--- src/rtl/control_unit.sv ---
// Multicycle control FSM for the K&S processor: fetch, decode and execute
// sequencing with a configurable RAM read latency.
package k_and_s_pkg;
  typedef enum logic [3:0] {
    I_NOP    = 4'd0,
    I_LOAD   = 4'd1,
    I_STORE  = 4'd2,
    I_MOVE   = 4'd3,
    I_ADD    = 4'd4,
    I_SUB    = 4'd5,
    I_AND    = 4'd6,
    I_OR     = 4'd7,
    I_BRANCH = 4'd8,
    I_BZERO  = 4'd9,
    I_BNZERO = 4'd10,
    I_BNEG   = 4'd11,
    I_BNNEG  = 4'd12,
    I_HALT   = 4'd13
  } decoded_instruction_type;
endpackage

module control_unit
  import k_and_s_pkg::*;
#(
  parameter int RAM_LATENCY = 1
) (
  input  logic                    clk,
  input  logic                    rst_n,
  input  decoded_instruction_type decoded_instruction,
  input  logic                    zero_op,
  input  logic                    neg_op,
  output logic                    branch,
  output logic                    pc_enable,
  output logic                    ir_enable,
  output logic                    addr_sel,
  output logic                    c_sel,
  output logic [1:0]              operation,
  output logic                    write_reg_enable,
  output logic                    flags_reg_enable,
  output logic                    ram_write_enable,
  output logic                    halt
);

  typedef enum logic [1:0] {
    S_FETCH,
    S_DECODE,
    S_EXEC,
    S_HALTED
  } state_t;

  localparam logic [1:0] LAST = 2'(RAM_LATENCY - 1);

  state_t     state_q, state_d;
  logic [1:0] cnt_q, cnt_d;
  logic       last;
  logic       taken;

  always_ff @(posedge clk or negedge rst_n) begin
    if (!rst_n) begin
      state_q <= S_FETCH;
      cnt_q   <= '0;
    end else begin
      state_q <= state_d;
      cnt_q   <= cnt_d;
    end
  end

  assign last = (cnt_q == LAST);

  always_comb begin
    taken = 1'b0;
    unique case (1'b1)
      decoded_instruction == I_BZERO:  taken = zero_op;
      decoded_instruction == I_BNZERO: taken = !zero_op;
      decoded_instruction == I_BNEG:   taken = neg_op;
      decoded_instruction == I_BNNEG:  taken = !neg_op;
      default:                         taken = 1'b0;
    endcase
  end

  // Outputs are gated by rst_n so reset clears them without a clock edge.
  always_comb begin
    state_d          = state_q;
    cnt_d            = cnt_q;
    branch           = 1'b0;
    pc_enable        = 1'b0;
    ir_enable        = 1'b0;
    addr_sel         = 1'b0;
    c_sel            = 1'b0;
    operation        = 2'b00;
    write_reg_enable = 1'b0;
    flags_reg_enable = 1'b0;
    ram_write_enable = 1'b0;
    halt             = 1'b0;
    if (rst_n) begin
      unique case (state_q)
        S_FETCH: begin
          if (last) begin
            ir_enable = 1'b1;
            pc_enable = 1'b1;
            state_d   = S_DECODE;
            cnt_d     = '0;
          end else begin
            cnt_d = cnt_q + 2'd1;
          end
        end
        S_DECODE: state_d = S_EXEC;
        S_EXEC: begin
          state_d = S_FETCH;
          cnt_d   = '0;
          case (decoded_instruction)
            I_LOAD: begin
              addr_sel = 1'b1;
              c_sel    = 1'b1;
              if (last) begin
                write_reg_enable = 1'b1;
              end else begin
                state_d = S_EXEC;
                cnt_d   = cnt_q + 2'd1;
              end
            end
            I_STORE: begin
              addr_sel         = 1'b1;
              ram_write_enable = 1'b1;
            end
            I_MOVE: begin
              operation        = 2'b11;
              write_reg_enable = 1'b1;
            end
            I_ADD, I_SUB, I_AND, I_OR: begin
              operation        = decoded_instruction[1:0];
              write_reg_enable = 1'b1;
              flags_reg_enable = 1'b1;
            end
            I_BRANCH: begin
              branch    = 1'b1;
              pc_enable = 1'b1;
            end
            I_BZERO, I_BNZERO, I_BNEG, I_BNNEG: begin
              branch    = taken;
              pc_enable = taken;
            end
            I_HALT:  state_d = S_HALTED;
            default: state_d = S_FETCH;
          endcase
        end
        S_HALTED: halt = 1'b1;
        default:  state_d = S_FETCH;
      endcase
    end
  end

endmodule

--- config.mk ---
export PLATFORM = sky130hd
export DESIGN_NAME = control_unit
export DESIGN_NICKNAME = d
export VERILOG_FILES = /design/src/rtl/control_unit.sv
export SDC_FILE = /design/constraint.sdc
export NUM_CORES = 1
export LEC_CHECK = 0
export CAP_MARGIN = 25
export CORE_AREA = 2 2 39 41
export DETAILED_ROUTE_END_ITERATION = 6
export DIE_AREA = 0 0 41 43
export PLACE_DENSITY = 0.72
export SLEW_MARGIN = 10
export SYNTH_ARGS = -nofsm -noshare
export SYNTH_HDL_FRONTEND = slang
export SYNTH_SLANG_ARGS = --single-unit
export TNS_END_PERCENT = 1
--- constraint.sdc ---
create_clock -name clk -period 4.5 [get_ports clk]
set_input_delay 0.9 -clock clk [delete_from_list [all_inputs] [get_ports clk]]
set_output_delay 0.9 -clock clk [all_outputs]
set_load 0.1 [all_outputs]
**Word-level counts from Yosys, hierarchy flattened**

Cells that the tools add are included.

- Register bits: 4
- Bits in latches: 0
- Bits in writable memories: 0
- ROM bits: 0
- Input port bits: 8
- Output and inout bits: 11
- Memories kept: 0

- Add/sub/neg operators: 1
- $mul: 0
- Divide/modulo/power cells: 0
- Order comparisons: 0
- Equal/unequal tests: 17
- Shifts and indexed selects: 0
- Muxes and demuxes: 36
- Bitwise logic cells: 0
- Reductions and logical operators: 12

Operator list:

| kind | number |
|---|---|
| $eq A4 B4 Y1 const B | 6 |
| $mux W1 | 22 |
| $eq A4 B3 Y1 const B | 4 |
| $mux W2 | 6 |
| $pmux W2 S2 | 3 |
| $eq A4 B2 Y1 const B | 2 |
| $reduce_or A4 Y1 | 2 |
| $pmux W1 S2 | 3 |
| $pmux W2 S3 | 1 |
| $reduce_or A5 Y1 | 1 |
| $eq A2 B2 Y1 const B | 2 |
| $eq A4 B1 Y1 const B | 1 |
| $logic_not A2 Y1 | 2 |
| $pmux W1 S4 | 1 |
| $reduce_and A3 Y1 | 1 |
| $reduce_bool A3 Y1 | 1 |
| $add A2 B1 Y2 const B | 1 |
| $eq A2 B1 Y1 const B | 1 |
| $logic_not A1 Y1 | 2 |
| $ne A2 B2 Y1 const B | 1 |
| $reduce_and A2 Y1 | 1 |
| $reduce_bool A2 Y1 | 1 |
| $reduce_or A2 Y1 | 1 |

**Longest topological paths before layout**

- Depth in word-level cells: 5
- Depth in mapped cells: 6
- Gate-level depth less buffers: 6

**Worst setup path before layout**

Ideal clock, no wire load.

- Path type: input -> output
- Start point: input decoded_instruction[1]
- End point: output ram_write_enable
- Arrival time: 3,219 ps
- Required time: 3,600 ps
- Slack: 381 ps
- Stages: 3
- Buffers on the path: 1
- Path through: buf_2 -> nand4_1 -> nor3_1

- Word-level cells in the longest chain between the ends: 4

Ends and longest elaborated chain:

| what | RTL line | text |
|---|---|---|
| start: declaration | 29 | `input decoded_instruction_type decoded_instruction,` |
| $eq A4 B2 Y1 | 111 | `case (decoded_instruction)` |
| $mux W1 | 111 |  |
| $mux W1 | 96 | `unique case (state_q)` |
| $mux W1 | 95 | `if (rst_n) begin` |
| end: declaration | 40 | `output logic ram_write_enable,` |

No other way between the ends.

**Worst setup path after layout**

- Start point: input decoded_instruction[1]
- End point: output branch

- Word-level cells in the longest chain between the ends: 5
- Elaborated cells on any way between the ends: 10
- Classes of those cells: eq/ne: 5; mux: 4; reduce/logical: 1

Ends and longest elaborated chain:

| what | RTL line | text |
|---|---|---|
| $eq A4 B4 Y1, on equally long branches | - |  |
| $pmux W1 S4 or $reduce_or A4 Y1 (tied branches) | 72, 111 |  |
| $pmux W1 S2 * | 111 |  |
| $mux W1 * | 96 |  |
| $mux W1 * | 95 |  |
| end: declaration | 32 | `output logic branch,` |

Every way passes the cells marked *; elsewhere a longest branch is shown, timed or not.

==> impl_metrics.ini <==
[worst_setup_path]
criticalPathCategory = input port to primary output
cpLargestDelayFamily = buffers and inverters
cp_data_required_time_ns = 3.60
cp_num_cells = 5
start_kind = input port
cpMaxStageDelayCell = sky130_fd_sc_hd__clkdlybuf4s50_1
timing.critical_path.to_type = primary output
worst-r2r-cell-count = 5
worstPathBufferInverterCount = 2
path_max_fanout = 9
timing.critical_path.slowest_cell_delay_ns = 0.57
worstPathCellList = clkdlybuf4s50_1 -> o32a_1 -> o22ai_1 -> nor3b_2 -> buf_4
cp.arrival_ns = 2.56

[floorplanning]
die_x_um = 41
num_rows = 14
floorplan.die.height_um = 43
top_level_ports = 19
dieArea_um2 = 1760
initial_core_util_pct = 35.0
fp.coreArea_um2 = 1380

[grt]
global_route.overflow_total = 0
gr-usage-all-layers_pct = 14.5
grt_max_degree = 13
wire_length_of_the_first_global_routing_pass_um = 1730
grt_antenna_before_repair = 0
first_global_vias = 432

[sta]
finClkSkew_ns = 0.000841
fin_setup_tns_ns = 0
final-setup-viol-count = 0
tightest_slew_ns = 0.450
rsz0062_at_grt = false
period_minus_slack_ns = 3.46
timing.final.max_slew_violations = 0
final-hold-violation-count = 0
max_slew_margin_pct = 69.9
whs_ns = 0.505
clock.fmax_mhz = 289
final_worst_path_period_share_pct = 76.9

[synth]
simple_gate_share_of_the_synthesized_area_pct = 22.5
synth_xor_area_share_pct = 1.81
synth.most_common_cell = sky130_fd_sc_hd__ha_1
synth_compound_gate_area_share_pct = 22.7
synth_area_um2 = 484
synth_adder_area_share_pct = 18.1
synth_seq_area_share_pct = 20.7
ys.flop_type = sky130_fd_sc_hd__dfrtp_1
synth-edff-count = 0
postSynthNetCount = 74
count_of_state_elements_after_synthesis = 4
synthDominantAreaCellType = sky130_fd_sc_hd__dfrtp_1
avgSynthCellArea_um2 = 8.21
asyncSetResetFlopFracSynth_pct = 100
synth_common_cells = sky130_fd_sc_hd__ha_1, sky130_fd_sc_hd__inv_1, sky130_fd_sc_hd__nor2_1, sky130_fd_sc_hd__dfrtp_1
synthTopCellsByArea = sky130_fd_sc_hd__dfrtp_1, sky130_fd_sc_hd__ha_1, sky130_fd_sc_hd__inv_1, sky130_fd_sc_hd__mux2i_1, sky130_fd_sc_hd__a31oi_1
post-synth-top-area-fraction_pct = 20.7
synthMuxAreaShare_pct = 4.13
post_synth_num_cell_types = 28
synthesis.instances = 59
combinational_family_with_the_most_area_after_synthesis = compound AO/OA/AOI/OAI gates
synth_warnings = 0

[routing]
avgRoutedWirePerCell_um = 11.7
detail_route.wirelength_um = 1080
antenna_left = 0
detailedRoute.firstPassIterationCount = 3
drc = 0
drt_first_iter_violations = 4
via_per_inst = 5.21
routed_via_count = 479

[power_and_ir_drop]
power.density_nw_per_um2 = 432
leakagePower_nw = 0.312
power.ir.vdd_worst_v = 0.000248

[cells_and_area]
multi_input_comb_area_um2 = 335
seqCellArea_um2 = 100
antenna_diode_count = 0
flow.area_growth_from_synthesis_pct = 36.4
drive_gt1_share_pct = 25.0
finalNetCount = 93
filler_cell_count = 143

[clock_network]
clock-sinks = 4
clock_latency_on_the_worst_skew_pair_ns = 0.23
cts-hold-fix-buffers = 0
clockRootBuffer = sky130_fd_sc_hd__clkbuf_4
cts_inserted_buffers = 3
cts.repair_timing.setup_buffer_count = 0
cts_tree = yes
h-tree-depth = 1
clk_pin_slew_ns = 0.04
clockBufferDepth = 2
cts_repair_resize_count = 0

[min_path]
holdPathStages = 1
min-delay-path-class = register to register

[outcome]
result_of_the_run = complete, no violations

[flow_run]
max-cap-violations = 0

[place]
place.detailed.hpwl_um = 845
buffers_on_ports = 18
globalplace.congestion = 0.834
==> sequential cells by signal, indices dropped and copies added (netlist names) <==
| name | count |
|---|---|
| state_q | 2 |
| cnt_q | 2 |
==> stage by stage <==
stage / total power (W) / std cells / area, µm² / setup slack, ns / util [%]
detailed placement: 0.000242 / 89 / 638 / 1.04 / 46.1
global route: 0.000308 / 92 / 661 / 0.963 / 47.7
floorplan: 0.000201 / 59 / 484 / 0.381 / -
global placement: 0.000237 / 89 / 638 / 1.06 / 46.1
finish: 0.000285 / 92 / 661 / 1.04 / 47.7
CTS: 0.000289 / 92 / 661 / 1.04 / 47.7
==> worst register-to-register path: stages, from the launching register on <==
cell,delay (ns)
sky130_fd_sc_hd__dfrtp_1,0.41
sky130_fd_sc_hd__inv_1,0.09
sky130_fd_sc_hd__ha_1,0.24
sky130_fd_sc_hd__a211oi_2,0.37
sky130_fd_sc_hd__mux2i_1,0.27
sky130_fd_sc_hd__a31oi_1,0.08
==> kinds of logic after synthesis <==
group / after synthesis
simple gates: 18
compound gates: 15
buf+inv: 12
fa+ha+maj: 7
flops: 4
mux: 2
xor+xnor: 1
==> worst paths after layout <==
kind,start,to,slack (ns)
max,decoded_instruction[1],branch,1.04
min,cnt_q[0],cnt_q[0],0.51
max reg2reg,state_q[0],state_q[1],2.90
min reg2reg,cnt_q[0],cnt_q[0],0.51
max in group asynchronous,rst_n,state_q[1],3.20
min in group asynchronous,rst_n,cnt_q[1],0.99
==> placed cells by master, fill, tap and decap left out, types with 2 or more instances in the layout <==
| master | netlist | final |
|---|---|---|
| sky130_fd_sc_hd__buf_4 | 0 | 11 |
| sky130_fd_sc_hd__ha_1 | 7 | 7 |
| sky130_fd_sc_hd__clkdlybuf4s50_1 | 0 | 7 |
| sky130_fd_sc_hd__inv_1 | 6 | 6 |
| sky130_fd_sc_hd__nor2_1 | 5 | 5 |
| sky130_fd_sc_hd__dfrtp_1 | 4 | 4 |
| sky130_fd_sc_hd__o21ai_0 | 3 | 3 |
| sky130_fd_sc_hd__nor2b_1 | 3 | 3 |
| sky130_fd_sc_hd__a31oi_1 | 3 | 3 |
| sky130_fd_sc_hd__clkbuf_4 | 0 | 3 |
| sky130_fd_sc_hd__inv_2 | 2 | 2 |
| sky130_fd_sc_hd__nand4_1 | 2 | 2 |
| sky130_fd_sc_hd__nor3_1 | 2 | 2 |
| sky130_fd_sc_hd__mux2i_1 | 2 | 2 |
| sky130_fd_sc_hd__a22o_1 | 2 | 2 |
==> metal layers <==
layer / wire length (µm) / share of wire [%] / track usage [%]
met4: 0 / 0 / 10.0
met5: 0 / 0 / 0
met3: 46 / 4.3 / 3.14
met1: 460 / 43 / 16.4
met2: 569 / 53 / 22.8
==> power by group <==
group	switching (W)	internal [W]	leakage, nW
Clock	0.0000136	0.0000298	0.0138
Combinational	0.000129	0.0000567	0.246
Sequential	0.0000111	0.0000450	0.0516
Total	0.000154	0.000131	0.312
==> final cells by class <==
class,instances,share of cell area (%)
Multi-Input combinational cell,43,50.8
Timing Repair Buffer,18,23.1
Sequential cell,4,15.2
Inverter,8,4.55
Clock buffer,3,3.41
Tap cell,16,3.03
No activity file was read; power rests on OpenSTA's default activity.
